[src/rtl/serial_add_sub_pkg.sv]
// Shared definitions for the digit-serial adder/subtractor: FSM state encoding,
// operation codes and the carry/borrow-in helper.
package serial_add_sub_pkg;

    typedef enum logic {
        ST_IDLE = 1'b0,
        ST_RUN  = 1'b1
    } state_t;

    localparam logic OP_ADD = 1'b0;
    localparam logic OP_SUB = 1'b1;

    // Subtraction is a + ~b + 1, so a borrow-in of 1 must remove that implicit +1.
    function automatic logic init_carry(input logic cin, input logic op);
        return (op == OP_SUB) ? ~cin : cin;
    endfunction

endpackage

[src/rtl/serial_add_sub_full_adder_cell.sv]
// One-bit combinational full adder; the serial adder chains DIGIT of these per clock.
module full_adder_cell (
    input  logic a,
    input  logic b,
    input  logic ci,
    output logic s,
    output logic co
);

    assign s  = a ^ b ^ ci;
    assign co = (a & b) | (ci & (a ^ b));

endmodule

[src/rtl/serial_add_sub.sv]
// Digit-serial WIDTH-bit adder/subtractor, DIGIT bits per clock, LSB first.
// Define SERIAL_ADD_OVF_EN to add the registered signed-overflow output ovf.
module serial_add_sub #(
    parameter int WIDTH = 8,
    parameter int DIGIT = 1
) (
    input  logic             clk,
    input  logic             rst,
    input  logic             start,
    input  logic             sub,
    input  logic [WIDTH-1:0] a,
    input  logic [WIDTH-1:0] b,
    input  logic             cin,
    output logic             busy,
    output logic             done,
    output logic [WIDTH-1:0] sum,
    output logic             cout
`ifdef SERIAL_ADD_OVF_EN
    ,
    output logic             ovf
`endif
);

    import serial_add_sub_pkg::*;

    localparam int STEPS = WIDTH / DIGIT;
    localparam int CW    = $clog2(STEPS) + 1;
    localparam logic [CW-1:0] LAST_COUNT = CW'(STEPS - 1);

    generate
        if ((DIGIT < 1) || (DIGIT > WIDTH) || ((WIDTH % DIGIT) != 0)) begin : g_bad_params
            $error("serial_add_sub: WIDTH must be a non-zero multiple of DIGIT");
        end
    endgenerate

    state_t            state_q, state_d;
    logic [WIDTH-1:0]  op_a_q, op_a_d;
    logic [WIDTH-1:0]  op_b_q, op_b_d;
    logic [WIDTH-1:0]  res_q, res_d;
    logic [WIDTH-1:0]  sum_q, sum_d;
    logic [CW-1:0]     count_q, count_d;
    logic              carry_q, carry_d;
    logic              busy_q, busy_d;
    logic              done_q, done_d;
    logic              cout_q, cout_d;
`ifdef SERIAL_ADD_OVF_EN
    logic              ovf_q, ovf_d;
`endif

    logic [DIGIT:0]         chain_c;
    logic [DIGIT-1:0]       digit_sum;
    logic [WIDTH+DIGIT-1:0] res_cat;

    assign chain_c[0] = carry_q;

    generate
        for (genvar i = 0; i < DIGIT; i++) begin : g_cell
            full_adder_cell u_cell (
                .a  (op_a_q[i]),
                .b  (op_b_q[i]),
                .ci (chain_c[i]),
                .s  (digit_sum[i]),
                .co (chain_c[i+1])
            );
        end
    endgenerate

    // New digits enter at the MSB end so the LSB-first result lands in place after STEPS shifts.
    assign res_cat = {digit_sum, res_q};

    always_comb begin
        state_d = state_q;
        op_a_d  = op_a_q;
        op_b_d  = op_b_q;
        res_d   = res_q;
        sum_d   = sum_q;
        count_d = count_q;
        carry_d = carry_q;
        busy_d  = busy_q;
        done_d  = 1'b0;
        cout_d  = cout_q;
`ifdef SERIAL_ADD_OVF_EN
        ovf_d   = ovf_q;
`endif
        case (state_q)
            ST_IDLE: begin
                if (start) begin
                    state_d = ST_RUN;
                    op_a_d  = a;
                    op_b_d  = (sub == OP_ADD) ? b : ~b;
                    carry_d = init_carry(cin, sub);
                    count_d = '0;
                    busy_d  = 1'b1;
                end
            end
            ST_RUN: begin
                res_d   = res_cat[WIDTH+DIGIT-1:DIGIT];
                op_a_d  = op_a_q >> DIGIT;
                op_b_d  = op_b_q >> DIGIT;
                carry_d = chain_c[DIGIT];
                count_d = count_q + CW'(1);
                if (count_q == LAST_COUNT) begin
                    state_d = ST_IDLE;
                    busy_d  = 1'b0;
                    done_d  = 1'b1;
                    sum_d   = res_cat[WIDTH+DIGIT-1:DIGIT];
                    cout_d  = chain_c[DIGIT];
`ifdef SERIAL_ADD_OVF_EN
                    ovf_d   = chain_c[DIGIT-1] ^ chain_c[DIGIT];
`endif
                end
            end
            default: state_d = ST_IDLE;
        endcase
    end

    always_ff @(posedge clk) begin
        if (rst) begin
            state_q <= ST_IDLE;
            op_a_q  <= '0;
            op_b_q  <= '0;
            res_q   <= '0;
            sum_q   <= '0;
            count_q <= '0;
            carry_q <= 1'b0;
            busy_q  <= 1'b0;
            done_q  <= 1'b0;
            cout_q  <= 1'b0;
`ifdef SERIAL_ADD_OVF_EN
            ovf_q   <= 1'b0;
`endif
        end else begin
            state_q <= state_d;
            op_a_q  <= op_a_d;
            op_b_q  <= op_b_d;
            res_q   <= res_d;
            sum_q   <= sum_d;
            count_q <= count_d;
            carry_q <= carry_d;
            busy_q  <= busy_d;
            done_q  <= done_d;
            cout_q  <= cout_d;
`ifdef SERIAL_ADD_OVF_EN
            ovf_q   <= ovf_d;
`endif
        end
    end

    assign busy = busy_q;
    assign done = done_q;
    assign sum  = sum_q;
    assign cout = cout_q;
`ifdef SERIAL_ADD_OVF_EN
    assign ovf  = ovf_q;
`endif

endmodule
[config.mk]
export PLATFORM = sky130hd
export DESIGN_NAME = serial_add_sub
export DESIGN_NICKNAME = d
export VERILOG_FILES = /design/src/rtl/serial_add_sub_pkg.sv /design/src/rtl/serial_add_sub_full_adder_cell.sv /design/src/rtl/serial_add_sub.sv
export SDC_FILE = /design/constraint.sdc
export NUM_CORES = 1
export LEC_CHECK = 0
export CAP_MARGIN = 20
export CORE_UTILIZATION = 40
export CTS_CLUSTER_DIAMETER = 80
export DETAILED_ROUTE_END_ITERATION = 8
export GPL_ROUTABILITY_DRIVEN = 0
export PLACE_DENSITY_LB_ADDON = 0.1
export SLEW_MARGIN = 20
export SYNTH_ARGS = -nofsm -noshare
export SYNTH_HDL_FRONTEND = slang
export SYNTH_HIERARCHICAL = 1
export SYNTH_SLANG_ARGS = --single-unit
[constraint.sdc]
create_clock -name clk -period 1.15 [get_ports clk]
set_input_delay 0.345 -clock clk [delete_from_list [all_inputs] [get_ports clk]]
set_output_delay 0.345 -clock clk [all_outputs]
set_load 0.05 [all_outputs]
* Yosys cells after proc, flatten, opt, wreduce, memory -nomap -nowiden
Index checks and enable logic that the tools add are counted.
** Word-level totals
- Register bits :: 41
- Input port bits :: 21
- Output and inout bits :: 11
- Logic and storage cells :: 42
** Operators by class
- $add $sub $neg :: 1
- Eq/ne operators :: 3
- Muxes and demuxes :: 17
- Bitwise operators :: 8
- Reductions and logical operators :: 3
** Operators with widths (count)
- 8-bit one-hot mux with 2 select lines :: 2
- 8-bit two-way mux :: 3
- 8-bit NOT :: 1
- 4-bit one-hot mux with 2 select lines :: 1
- 1-bit two-way mux :: 7
- 1-bit one-hot mux with 2 select lines :: 3
- 4-bit by 1-bit adder with 4-bit output (second input constant) :: 1
- 4-bit by 3-bit == test with 1-bit output (second input constant) :: 1
- 4-bit two-way mux :: 1
- 2-bit AND reduction :: 2
- 1-bit AND :: 2
- 2-bit by 1-bit != test with 1-bit output (second input constant) :: 1
- 2-bit != test (second input constant) :: 1
- 1-bit NOT :: 2
- 2-bit OR reduction :: 1
- 1-bit bitwise XOR :: 2
- 1-bit bitwise OR :: 1

* Depth between registers and ports, before layout
Gate-level depths: netlist (run 1).
- Depth after elaboration :: 4
- Gate-level depth with buffers :: 5
- Mapped depth without buffers :: 4

* Hierarchy
The synthesis (run 1) kept the hierarchy.
** By module, submodules not included
- serial_add_sub :: times used 1, cells each 166, area an instance 1672.9 um2, seq. area each 800.8 um2
- full_adder_cell :: times used 1, cells each 1, area an instance 20.0 um2, seq. area each 0.0 um2

* Least setup slack after synthesis (run 1)
No wires, ideal clock.
- Path type :: reg2reg
- Start :: reg count_q[0]
- End :: reg sum_q[0] (netlist: sum[0])
- Setup time :: 0.117 ns
- Arrival :: 1.122 ns
- Required time :: 1.033 ns
- Path slack :: -0.089 ns
- Cell stages (with the launch flop) :: 6
- Buffers on the path :: 1
- Clock period less this slack :: 1.239 ns
- Path through :: dfxtp_1 ha_1 nand4b_2 nor2b_4 buf_6 a22o_1
** On the way
- Cells in the longest elaborated chain, start to end :: 2
** RTL lines
- start, declared :: RTL line serial_add_sub.sv:41 : logic [CW-1:0] count_q, count_d;
- start signal, assigned :: RTL line serial_add_sub.sv:138 : count_q <= count_d;
- 4-bit by 3-bit == test with 1-bit output :: RTL line serial_add_sub.sv:102 : if (count_q == LAST_COUNT) begin
- 2-bit AND reduction (no source line)
- end signal, assigned :: RTL line serial_add_sub.sv:137 : sum_q <= sum_d;
- end, declared :: RTL line serial_add_sub.sv:40 : logic [WIDTH-1:0] sum_q, sum_d;
Every way passes these cells.
A chain may end at the register's enable or synchronous reset.

* Final worst setup path (run 1)
- Start :: reg op_b_q[0]
- End :: reg sum_q[7] (netlist: sum[7])
** On the way
- Cells in the longest elaborated chain, start to end :: 2
** RTL lines
- start, declared :: RTL line serial_add_sub.sv:38 : logic [WIDTH-1:0] op_b_q, op_b_d;
- start signal, assigned :: RTL line serial_add_sub.sv:135 : op_b_q <= op_b_d;
- 1-bit bitwise XOR (2 in series) :: RTL line serial_add_sub_full_adder_cell.sv:10 : assign s = a ^ b ^ ci;
- named net digit_sum :: RTL line serial_add_sub.sv:51 : logic [DIGIT-1:0] digit_sum;
The timed path passes the listed nets, and every way through them passes these cells.

==> key figures, run 1 <==
Synth
  • Ys flop type: dfxtp_1
  • Mapped Nets: 190
  • Avg Cell Area, Syn: 10.1 µm²
  • Synth async-reset ratio: 0%
  • Flops & latches, synth: 40
  • Synth top area share: 47.3%
  • Post-synth EDFFs: 0
  • Count leader, synth: dfxtp_1
  • Ys Warns: 6
  • Cell taking the most area after synthesis: dfxtp_1
  • Synth area leaders: dfxtp_1, mux2i_1, nor2_1
  • Syn Inst Count: roughly 170
  • Sequential fraction of the synthesis area: 47.3%
  • Synth cell types: 26
  • Commonest cells post-synth: dfxtp_1, nor2_1, mux2i_1, a21oi_1
  • Post-Syn Area: around 1700 µm²

Power and ir drop
  • Clock share of power: just over 30%
  • Peak VDD IR: between 0.7 and 0.8 mV
  • Leakage: 0.00100 µW
  • Sw Pwr: 662 µW
  • PD cells: 1150 nW/µm²
  • Sequential share of power: 53.9%
  • Sw frac: 24.0%
  • Internal power: 2100 µW
  • Total power: between 2000 and 3000 µW
  • Combinational share of power: between 10% and 20%

Setup path
  • Crit. Startpoint: op_b_q[0]
  • CP startpoint kind: flop
  • WP data arrival: about 1.3 ns
  • Worst path cell trace: fa_1 -> a22o_1
  • Slowest CP cell: fa_1
  • CP max FO: 2
  • Crit path largest cell delay: approximately 0.51 ns
  • Worst path required time: 1.33 ns
  • Worst R2R Start: op_b_q[0]
  • Worst Setup End Kind: flop
  • Critical Setup Path Class: flop to flop

GRT
  • Remaining global-route overflow: 0
  • Number of global-route vias before repair: 1245
  • Initial antenna violation count: 0
  • Total global-route track usage: 16.4%
  • Largest net degree at the start of global routing: 19
  • First-pass GRT wire length: 5.38 mm

STA
  • RSZ-0062 raised after global routing: yes
  • Post-Route Setup TNS: -0.00739 ns
  • Count of final hold-check violations: 0
  • Slew of the pin with the lowest slew margin: 0.335 ns
  • Final hold slack: 0.463 ns
  • Peak Freq: 865 MHz
  • Final min period: 1.16 ns
  • Clk_skew: 0.00746 ns
  • Worst slew margin: about 80%
  • Final period util: 101%
  • Max-slew violation count: 0
  • Final setup viols: 2
  • Final worst slack: -0.00580 ns

Finish
  • Layout area overhead: 41.1%
  • Antenna diodes: 0
  • Sequential Area: 821 µm²
  • Fin util: 59.3%
  • Layout cells sized above 1: a little under a third
  • Final nets: 234
  • Multi-input logic area: approximately 840 µm²
  • Fill cells: 333

Detailed routing
  • Iter 0 DRT Violations: 33
  • Drt via density: 4.95
  • Remaining DRCs: 0
  • Routed WL: approximately 3.1 mm
  • DRT Pass-1 Iters: 4
  • Via count: 1291
  • Drt wl/cell: 12.0 µm
  • Antenna-violating nets left: 0

CTS
  • Clk buf depth: 2
  • H-Tree Depth: 2
  • Root buffer cell: clkbuf_8
  • CTS tree: done
  • Sink Count: 40
  • CTS clk-pin slew, worst paths: 0.07 ns
  • TritonCTS Buffers: 5
  • Worst-Skew Late Latency: approximately 0.29 ns

Die
  • Initial Utilization: 42.0%
  • Num ports: 32
  • Die ar.: 4500 µm²
  • Die Y: 67.1 µm
  • Cell Rows: 23
  • CORE AREA: 4030 µm²
  • Die Wd: 67.1 µm

Status
  • Violated checks: negative setup slack
  • Run status: finished, violations left

Placement
  • Port Buffers: 31
  • Final HPWL from detailed placement: 2.18 mm

Job
  • Max_cap viols: 0

Hold path
  • Min-delay worst type: flop to flop
  • Worst Min Path Start: op_b_q[1]
-- layout make-up --
class | count | area share, %
clock buffers | 6 | 3.04
inverters | 2 | 0.314
flip-flops and latches | 40 | 34.4
multi-input cells | 113 | 35.2
well taps | 50 | 2.62
repair buffers | 49 | 24.3
clock inverters | 1 | 0.210
-- cell usage in the layout (no fill, tap or decap), types with 3 or more instances in the layout --
cell and n:
nor2_1 27, dfxtp_1 24, clkdlybuf4s50_1 17, dfxtp_2 16, mux2i_1 15, a21oi_1 12
buf_12 12, buf_4 12, a22o_1 9, nand2_1 9, xnor2_1 9, a211o_1 8
mux2_2 7, clkbuf_8 5, buf_6 5, nor3b_1 3, o21a_1 3
-- flip-flops by register name (all words and copies together), names as in the netlist --
| name | cells |
|---|---|
| done | 1 |
| op_b_q | 8 |
| cout | 1 |
| op_a_q | 8 |
| busy | 1 |
| count_q | 4 |
| sum | 8 |
| res_q | 7 |
| carry_q | 1 |
| state_q | 1 |
-- kinds of logic after synthesis --
logic type,after synthesis,synth area share (%)
AO/OA/AOI/OAI,34,15.0
XOR/XNOR,10,5.17
adder cells (fa/ha/maj),2,1.92
buffers and inverters,15,5.10
flip-flops,40,47.3
multiplexers,22,13.5
AND/OR/NAND/NOR,44,12.0
-- repair_timing --
item	CTS	global route
hold buffers	0	0
endpoints found under the setup margin	42	22
gates resized for setup	23	3
gates cloned	2	0
pin swaps	5	10
setup buffers	5	1
-- critical path: cells and delay by family (launching register included) --
kind	cells	cell delay (ns)
compound gates	1	0.21
fa+ha+maj	1	0.51
flops	1	0.33
-- power groups by stage --
stage | Clock, µW | Combinational [µW] | Sequential [µW]
finish | 855 | 417 | 1490
global route | 947 | 460 | 1490
CTS | 887 | 421 | 1490
detailed placement | 0 | 393 | 1520
global placement | 0 | 381 | 1510
floorplan | 0 | 257 | 1510
-- routing by layer --
metal	vias up	share of wire [%]	routed length (µm)	track usage (%)
met5	-	0	0	0
met3	6	3.9	121	5.65
li1	662	-	-	-
met4	0	1.5	47	6.38
met1	596	45	1410	18.3
met2	27	50	1560	28.1
-- metrics by stage --
| stage | std cells | worst slack, ns | area, µm² |
|---|---|---|---|
| finish | 261 | -0.00580 | 2390 |
| global route | 261 | -0.0436 | 2390 |
| CTS | 260 | -0.0144 | 2380 |
| detailed placement | 246 | -0.514 | 2200 |
| global placement | 246 | -0.463 | 2200 |
| floorplan | 167 | -0.0185 | 1720 |
-- final timing paths --
| kind | endpoint | slack [ns] | depth (start not counted) |
|---|---|---|---|
| max | sum[7] | -0.006 | 2 |
| min | op_b_q[0] | 0.46 | 2 |
| max reg2reg | sum[7] | -0.006 | 2 |
| min reg2reg | op_b_q[0] | 0.46 | 2 |
No activity file was read; power rests on OpenSTA's default activity.
==> inputs of run 2 (changes only) <==
--- a/config.mk
+++ b/config.mk
@@ -10,7 +10,8 @@
 export CTS_CLUSTER_DIAMETER = 80
 export DETAILED_ROUTE_END_ITERATION = 8
 export GPL_ROUTABILITY_DRIVEN = 0
-export PLACE_DENSITY_LB_ADDON = 0.1
+export PLACE_DENSITY = 0.66
+export SKIP_CTS_REPAIR_TIMING = 1
 export SLEW_MARGIN = 20
 export SYNTH_ARGS = -nofsm -noshare
 export SYNTH_HDL_FRONTEND = slang
==> key figures, run 2 (synthesized netlist as in run 1, its figures left out) <==
Setup path
  • Slowest CP cell: dfxtp_2 (was fa_1)
  • CP startpoint kind: flop (unchanged)
  • Worst path cell trace: ha_4 -> nand4b_4 -> nor2b_4 -> a22o_1 (was fa_1 -> a22o_1)
  • WP data arrival: 1.36 ns (was 1.33 ns)
  • Buffers & Inverters on Critical Path: 0 (unchanged)
  • Top delay family on crit path: flip-flops (was adder cells)
  • Worst path required time: 1.34 ns (was 1.33 ns)
  • Worst Setup End Kind: flop (unchanged)
  • Crit path largest cell delay: 0.36 ns (was 0.51 ns)
  • Critical Setup Path Class: flop to flop (unchanged)
  • Reg2Reg Setup Slack: -0.01 ns (was -0.006 ns)
  • CP max FO: 5 (was 2)

STA
  • Final period util: 101% (about the same)
  • Final worst slack: -0.0144 ns (was -0.00580 ns)
  • Count of final hold-check violations: 0 (unchanged)
  • Final hold slack: 0.467 ns (was 0.463 ns)
  • Post-Route Setup TNS: -0.0160 ns (was -0.00739 ns)
  • RSZ-0062 raised after global routing: yes (unchanged)
  • Worst slew margin: 74.7% (was 77.7%)
  • Max-slew violation count: 0 (unchanged)
  • Final min period: 1.16 ns (about the same)
  • Slew of the pin with the lowest slew margin: 0.379 ns (was 0.335 ns)
  • Clk_skew: 0.00728 ns (was 0.00746 ns)
  • Peak Freq: 859 MHz (was 865 MHz)
  • Final setup viols: 3 (was 2)

CTS
  • Worst-Skew Late Latency: 0.30 ns (was 0.29 ns)
  • H-Tree Depth: 2 (unchanged)
  • Clk buf depth: 2 (unchanged)
  • Root buffer cell: clkbuf_8 (unchanged)
  • Sink Count: 40 (unchanged)
  • CTS tree: done (unchanged)
  • TritonCTS Buffers: 5 (unchanged)
  • CTS clk-pin slew, worst paths: 0.08 ns (was 0.07 ns)

Detailed routing
  • Iter 0 DRT Violations: 59 (was 33)
  • Drt wl/cell: 12.9 µm (was 12.0 µm)
  • DRT Pass-1 Iters: 4 (unchanged)
  • Via count: 1311 (was 1291)
  • Remaining DRCs: 0 (unchanged)
  • Antenna-violating nets left: 0 (unchanged)
  • Drt via density: 5.04 (was 4.95)
  • Routed WL: 3.35 mm (was 3.14 mm)

Power and ir drop
  • Leakage: 0.00103 µW (was 0.00100 µW)
  • Peak VDD IR: 0.643 mV (was 0.710 mV)
  • PD cells: 1250 nW/µm² (was 1150 nW/µm²)

Finish
  • Layout area overhead: 43.8% (was 41.1%)
  • Non-Filler Instances: 260 (was 261)
  • Commonest non-fill, non-tap cell in the layout: nor2_1 (unchanged)
  • Antenna diodes: 0 (unchanged)
  • Layout cells sized above 1: 31.9% (was 30.8%)
  • Final nets: 232 (was 234)
  • Most frequent cells in the layout: nor2_1, dfxtp_1, clkdlybuf4s50_1, mux2i_1, dfxtp_2 (was nor2_1, dfxtp_1, clkdlybuf4s50_1, dfxtp_2, mux2i_1)
  • Fill cells: 347 (was 333)
  • Fin util: 60.4% (was 59.3%)

Job
  • Max_cap viols: 0 (unchanged)

GRT
  • Largest net degree at the start of global routing: 43 (was 19)
  • First-pass GRT wire length: 5.44 mm (was 5.38 mm)
  • Number of global-route vias before repair: 1222 (was 1245)
  • Remaining global-route overflow: 0 (unchanged)
  • Total global-route track usage: 16.6% (was 16.4%)
  • Initial antenna violation count: 0 (unchanged)

Die
  • Initial Utilization: 42.0% (unchanged)
  • CORE AREA: 4030 µm² (unchanged)
  • Die ar.: 4500 µm² (unchanged)
  • Num ports: 32 (unchanged)
  • Cell Rows: 23 (unchanged)
  • Die Wd: 67.1 µm (unchanged)
  • Die Y: 67.1 µm (unchanged)

Hold path
  • Min-delay worst type: flop to flop (unchanged)

Placement
  • DP Worst Slack: -0.525 ns (was -0.514 ns)
  • Port Buffers: 31 (unchanged)
  • Final HPWL from detailed placement: 2.13 mm (was 2.18 mm)
  • Placed Cells: 244 (was 246)

Status
  • Violated checks: negative setup slack (unchanged)
  • Run status: finished, violations left (unchanged)
[run 2: layout make-up]
type                    instances  area, µm²  area share [%]
clock buffers                   5       68.8            2.83
repair buffers                 47        573            23.5
inverters                       2       7.51           0.308
clock inverters                 3       42.5            1.75
well taps                      50       62.6            2.57
multi-input cells             113        853            35.1
flip-flops and latches         40        826            33.9
[run 2: power by group]
group | leakage [µW] | internal (µW) | switching (µW)
Clock | 0.0000541 | 642 | 504
Sequential | 0.000334 | 1440 | 40.6
Combinational | 0.000641 | 233 | 180
Total | 0.00103 | 2320 | 725
[run 2: metal layers]
layer	up-vias	track usage, %	share of wire (%)
met5	-	0	0
met4	0	9.57	2.3
met3	8	3.60	4.1
met2	34	27.1	50
met1	606	19.7	43
li1	663	-	-
[run 2: through the flow]
step                power [µW]  instance area [µm²]
finish                    3040                 2430
global route              3190                 2430
CTS                       3060                 2310
detailed placement        1910                 2200
global placement          1890                 2200
floorplan                 1770                 1720
[run 2: path summary, 6_finish.rpt]
path / start / end / depth (start not counted)
worst max-delay path: count_q[0] / sum[3] / 4
worst min register to register: op_b_q[7] / op_b_q[6] / 2
worst max register to register: count_q[0] / sum[3] / 4
worst min-delay path: op_b_q[7] / op_b_q[6] / 2
[run 2: worst register-to-register path, stage by stage, from the launching register on]
cell and delay, ns:
dfxtp_2 0.36, ha_4 0.15, nand4b_4 0.13, nor2b_4 0.18, a22o_1 0.24
==> inputs of run 3 (changes only) <==
--- a/config.mk
+++ b/config.mk
@@ -11,7 +11,6 @@
 export DETAILED_ROUTE_END_ITERATION = 8
 export GPL_ROUTABILITY_DRIVEN = 0
 export PLACE_DENSITY = 0.66
-export SKIP_CTS_REPAIR_TIMING = 1
 export SLEW_MARGIN = 20
 export SYNTH_ARGS = -nofsm -noshare
 export SYNTH_HDL_FRONTEND = slang
==> key figures, run 3 (synthesized netlist as in run 1, its figures left out) <==
Power and ir drop
  • PD cells: 1260 nW/µm² (was 1250 nW/µm²)
  • Sw Pwr: 721 µW (was 725 µW)
  • Total power: 3040 µW (about the same)
  • Leakage: 0.000999 µW (was 0.00103 µW)
  • Sequential share of power: 48.9% (was 48.7%)
  • Combinational share of power: 13.4% (was 13.6%)
  • Internal power: 2320 µW (about the same)
  • Clock share of power: 37.7% (about the same)
  • Sw frac: 23.7% (was 23.8%)
  • Peak VDD IR: 0.643 mV (about the same)

STA
  • Peak Freq: 863 MHz (was 859 MHz)
  • Max-slew violation count: 0 (unchanged)
  • Post-Route Setup TNS: -0.0157 ns (was -0.0160 ns)
  • Worst slew margin: 75.7% (was 74.7%)
  • Final min period: 1.16 ns (about the same)
  • Count of final hold-check violations: 0 (unchanged)
  • Final worst slack: -0.00828 ns (was -0.0144 ns)
  • RSZ-0062 raised after global routing: yes (unchanged)
  • Slew of the pin with the lowest slew margin: 0.365 ns (was 0.379 ns)
  • Final setup viols: 2 (was 3)
  • Clk_skew: 0.00634 ns (was 0.00728 ns)
  • Final period util: 101% (about the same)

Setup path
  • Worst path required time: 1.34 ns (about the same)
  • CP startpoint kind: flop (unchanged)
  • FF-to-FF End: sum[4] (was sum[3])
  • R2r worst-path depth: 4 (unchanged)
  • WP data arrival: 1.35 ns (was 1.36 ns)
  • Worst Setup End Kind: flop (unchanged)
  • Reg2Reg Setup Slack: -0.008 ns (was -0.01 ns)
  • CP max FO: 6 (was 5)
  • Critical Setup Path Class: flop to flop (unchanged)
  • Worst R2R Start: count_q[0] (unchanged)

Detailed routing
  • Iter 0 DRT Violations: 55 (was 59)
  • Remaining DRCs: 0 (unchanged)
  • Drt wl/cell: 12.5 µm (was 12.9 µm)
  • Routed WL: 3.24 mm (was 3.35 mm)
  • Antenna-violating nets left: 0 (unchanged)
  • Drt via density: 5.03 (was 5.04)
  • DRT Pass-1 Iters: 4 (unchanged)
  • Via count: 1304 (was 1311)

Status
  • Run status: finished, violations left (unchanged)
  • Violated checks: negative setup slack (unchanged)

Finish
  • Sequential Area: 821 µm² (was 826 µm²)
  • Non-Filler Instances: 259 (was 260)
  • Fin util: 59.8% (was 60.4%)
  • Fill cells: 350 (was 347)
  • Most frequent cells in the layout: nor2_1, dfxtp_1, clkdlybuf4s50_1, dfxtp_2, mux2i_1 (was nor2_1, dfxtp_1, clkdlybuf4s50_1, mux2i_1, dfxtp_2)
  • Multi-input logic area: 852 µm² (was 853 µm²)
  • Layout cells sized above 1: 31.6% (was 31.9%)
  • Commonest non-fill, non-tap cell in the layout: nor2_1 (unchanged)
  • Antenna diodes: 0 (unchanged)
  • Layout area overhead: 42.4% (was 43.8%)
  • Final nets: 231 (was 232)

CTS
  • CTS clk-pin slew, worst paths: 0.08 ns (about the same)
  • Clk buf depth: 2 (unchanged)
  • TritonCTS Buffers: 5 (unchanged)
  • Worst-Skew Late Latency: 0.30 ns (about the same)
  • H-Tree Depth: 2 (unchanged)
  • Sink Count: 40 (unchanged)
  • CTS Hold Bufs: 0
  • CTS tree: done (unchanged)
  • Root buffer cell: clkbuf_8 (unchanged)

Job
  • Max_cap viols: 0 (unchanged)

Placement
  • Port Buffers: 31 (unchanged)
  • Final HPWL from detailed placement: 2.13 mm (unchanged)
  • Placed Cells: 244 (unchanged)

Hold path
  • Min-delay worst type: flop to flop (unchanged)
  • Worst Min Path Start: op_b_q[3] (was op_b_q[7])
  • Hold path depth: 2 (unchanged)
  • Hold endpoint: op_b_q[2] (was op_b_q[6])

Die
  • Die Wd: 67.1 µm (unchanged)
  • Cell Rows: 23 (unchanged)
  • Num ports: 32 (unchanged)
  • CORE AREA: 4030 µm² (unchanged)
  • Die ar.: 4500 µm² (unchanged)
  • Initial Utilization: 42.0% (unchanged)
  • Die Y: 67.1 µm (unchanged)

GRT
  • First-pass GRT wire length: 5.80 mm (was 5.44 mm)
  • Number of global-route vias before repair: 1278 (was 1222)
  • Initial antenna violation count: 0 (unchanged)
  • Remaining global-route overflow: 0 (unchanged)
  • Total global-route track usage: 17.7% (was 16.6%)
  • Largest net degree at the start of global routing: 43 (unchanged)
==> run 3: changes by cell type in the layout (fill, tap and decap cells not counted) <==
cell and change:
dlymetal6s2s_1 -3, a21oi_2 +1, a21oi_1 -1, dlygate4sd2_1 +2, buf_4 -1, dfxtp_4 -2
a211oi_1 +1, a211oi_2 -1, dfxtp_2 +2, clkdlybuf4s15_1 +1
==> run 3: what timing repair did <==
action                                  CTS  global route
setup buffers                             2             3
gates resized for setup                  20             5
cloned                                    2             0
endpoints found under the setup margin   41            23
pin swaps                                 2            12
==> run 3: worst max path at each step <==
stage,start,endpoint,cells past startpoint
final,count_q[0],sum[4],4
after global routing,count_q[0],cout,4
after CTS,count_q[1],sum[6],4
after detailed placement,start,op_a_q[6],5
after global placement,start,op_a_q[1],5
after floorplan,count_q[1],sum[0],5
==> run 3: cell type report <==
type	instances	share of cell area (%)
clock buffer	5	2.86
inverter	2	0.312
multi-input combinational	113	35.4
tap	50	2.60
clock inverter	3	1.77
sequential	40	34.1
timing repair buffer	46	23.1
==> run 3: metrics by stage <==
step,worst slack (ns),area (µm²),hold slack (ns)
finish,-0.00828,2410,0.471
global route,-0.0667,2410,0.494
CTS,-0.0242,2380,0.472
detailed placement,-0.525,2200,0.460
global placement,-0.451,2200,0.448
floorplan,-0.0185,1720,0.432
==> run 3: metal layers <==
metal  vias up  wire [µm]  part of all wire [%]  track usage, %
met5         -          0                     0               0
met1       604       1440                    45            21.3
li1        662          -                     -               -
met3         8        120                   3.7            3.60
met2        30       1600                    49            29.0
met4         0         76                   2.3            9.57
==> run 3: power by group through the flow <==
stage / Sequential [µW] / Combinational (µW) / Clock (µW)
floorplan: 1510 / 257 / 0
global placement: 1510 / 379 / 0
detailed placement: 1520 / 391 / 0
CTS: 1490 / 403 / 1180
global route: 1490 / 451 / 1250
finish: 1490 / 406 / 1140
==> run 3: worst max-delay path, cell delays in order, from the launching register on <==
cell and delay [ns]:
dfxtp_2 0.36, ha_4 0.15, nand4b_4 0.13, nor2b_4 0.18, a22o_1 0.24
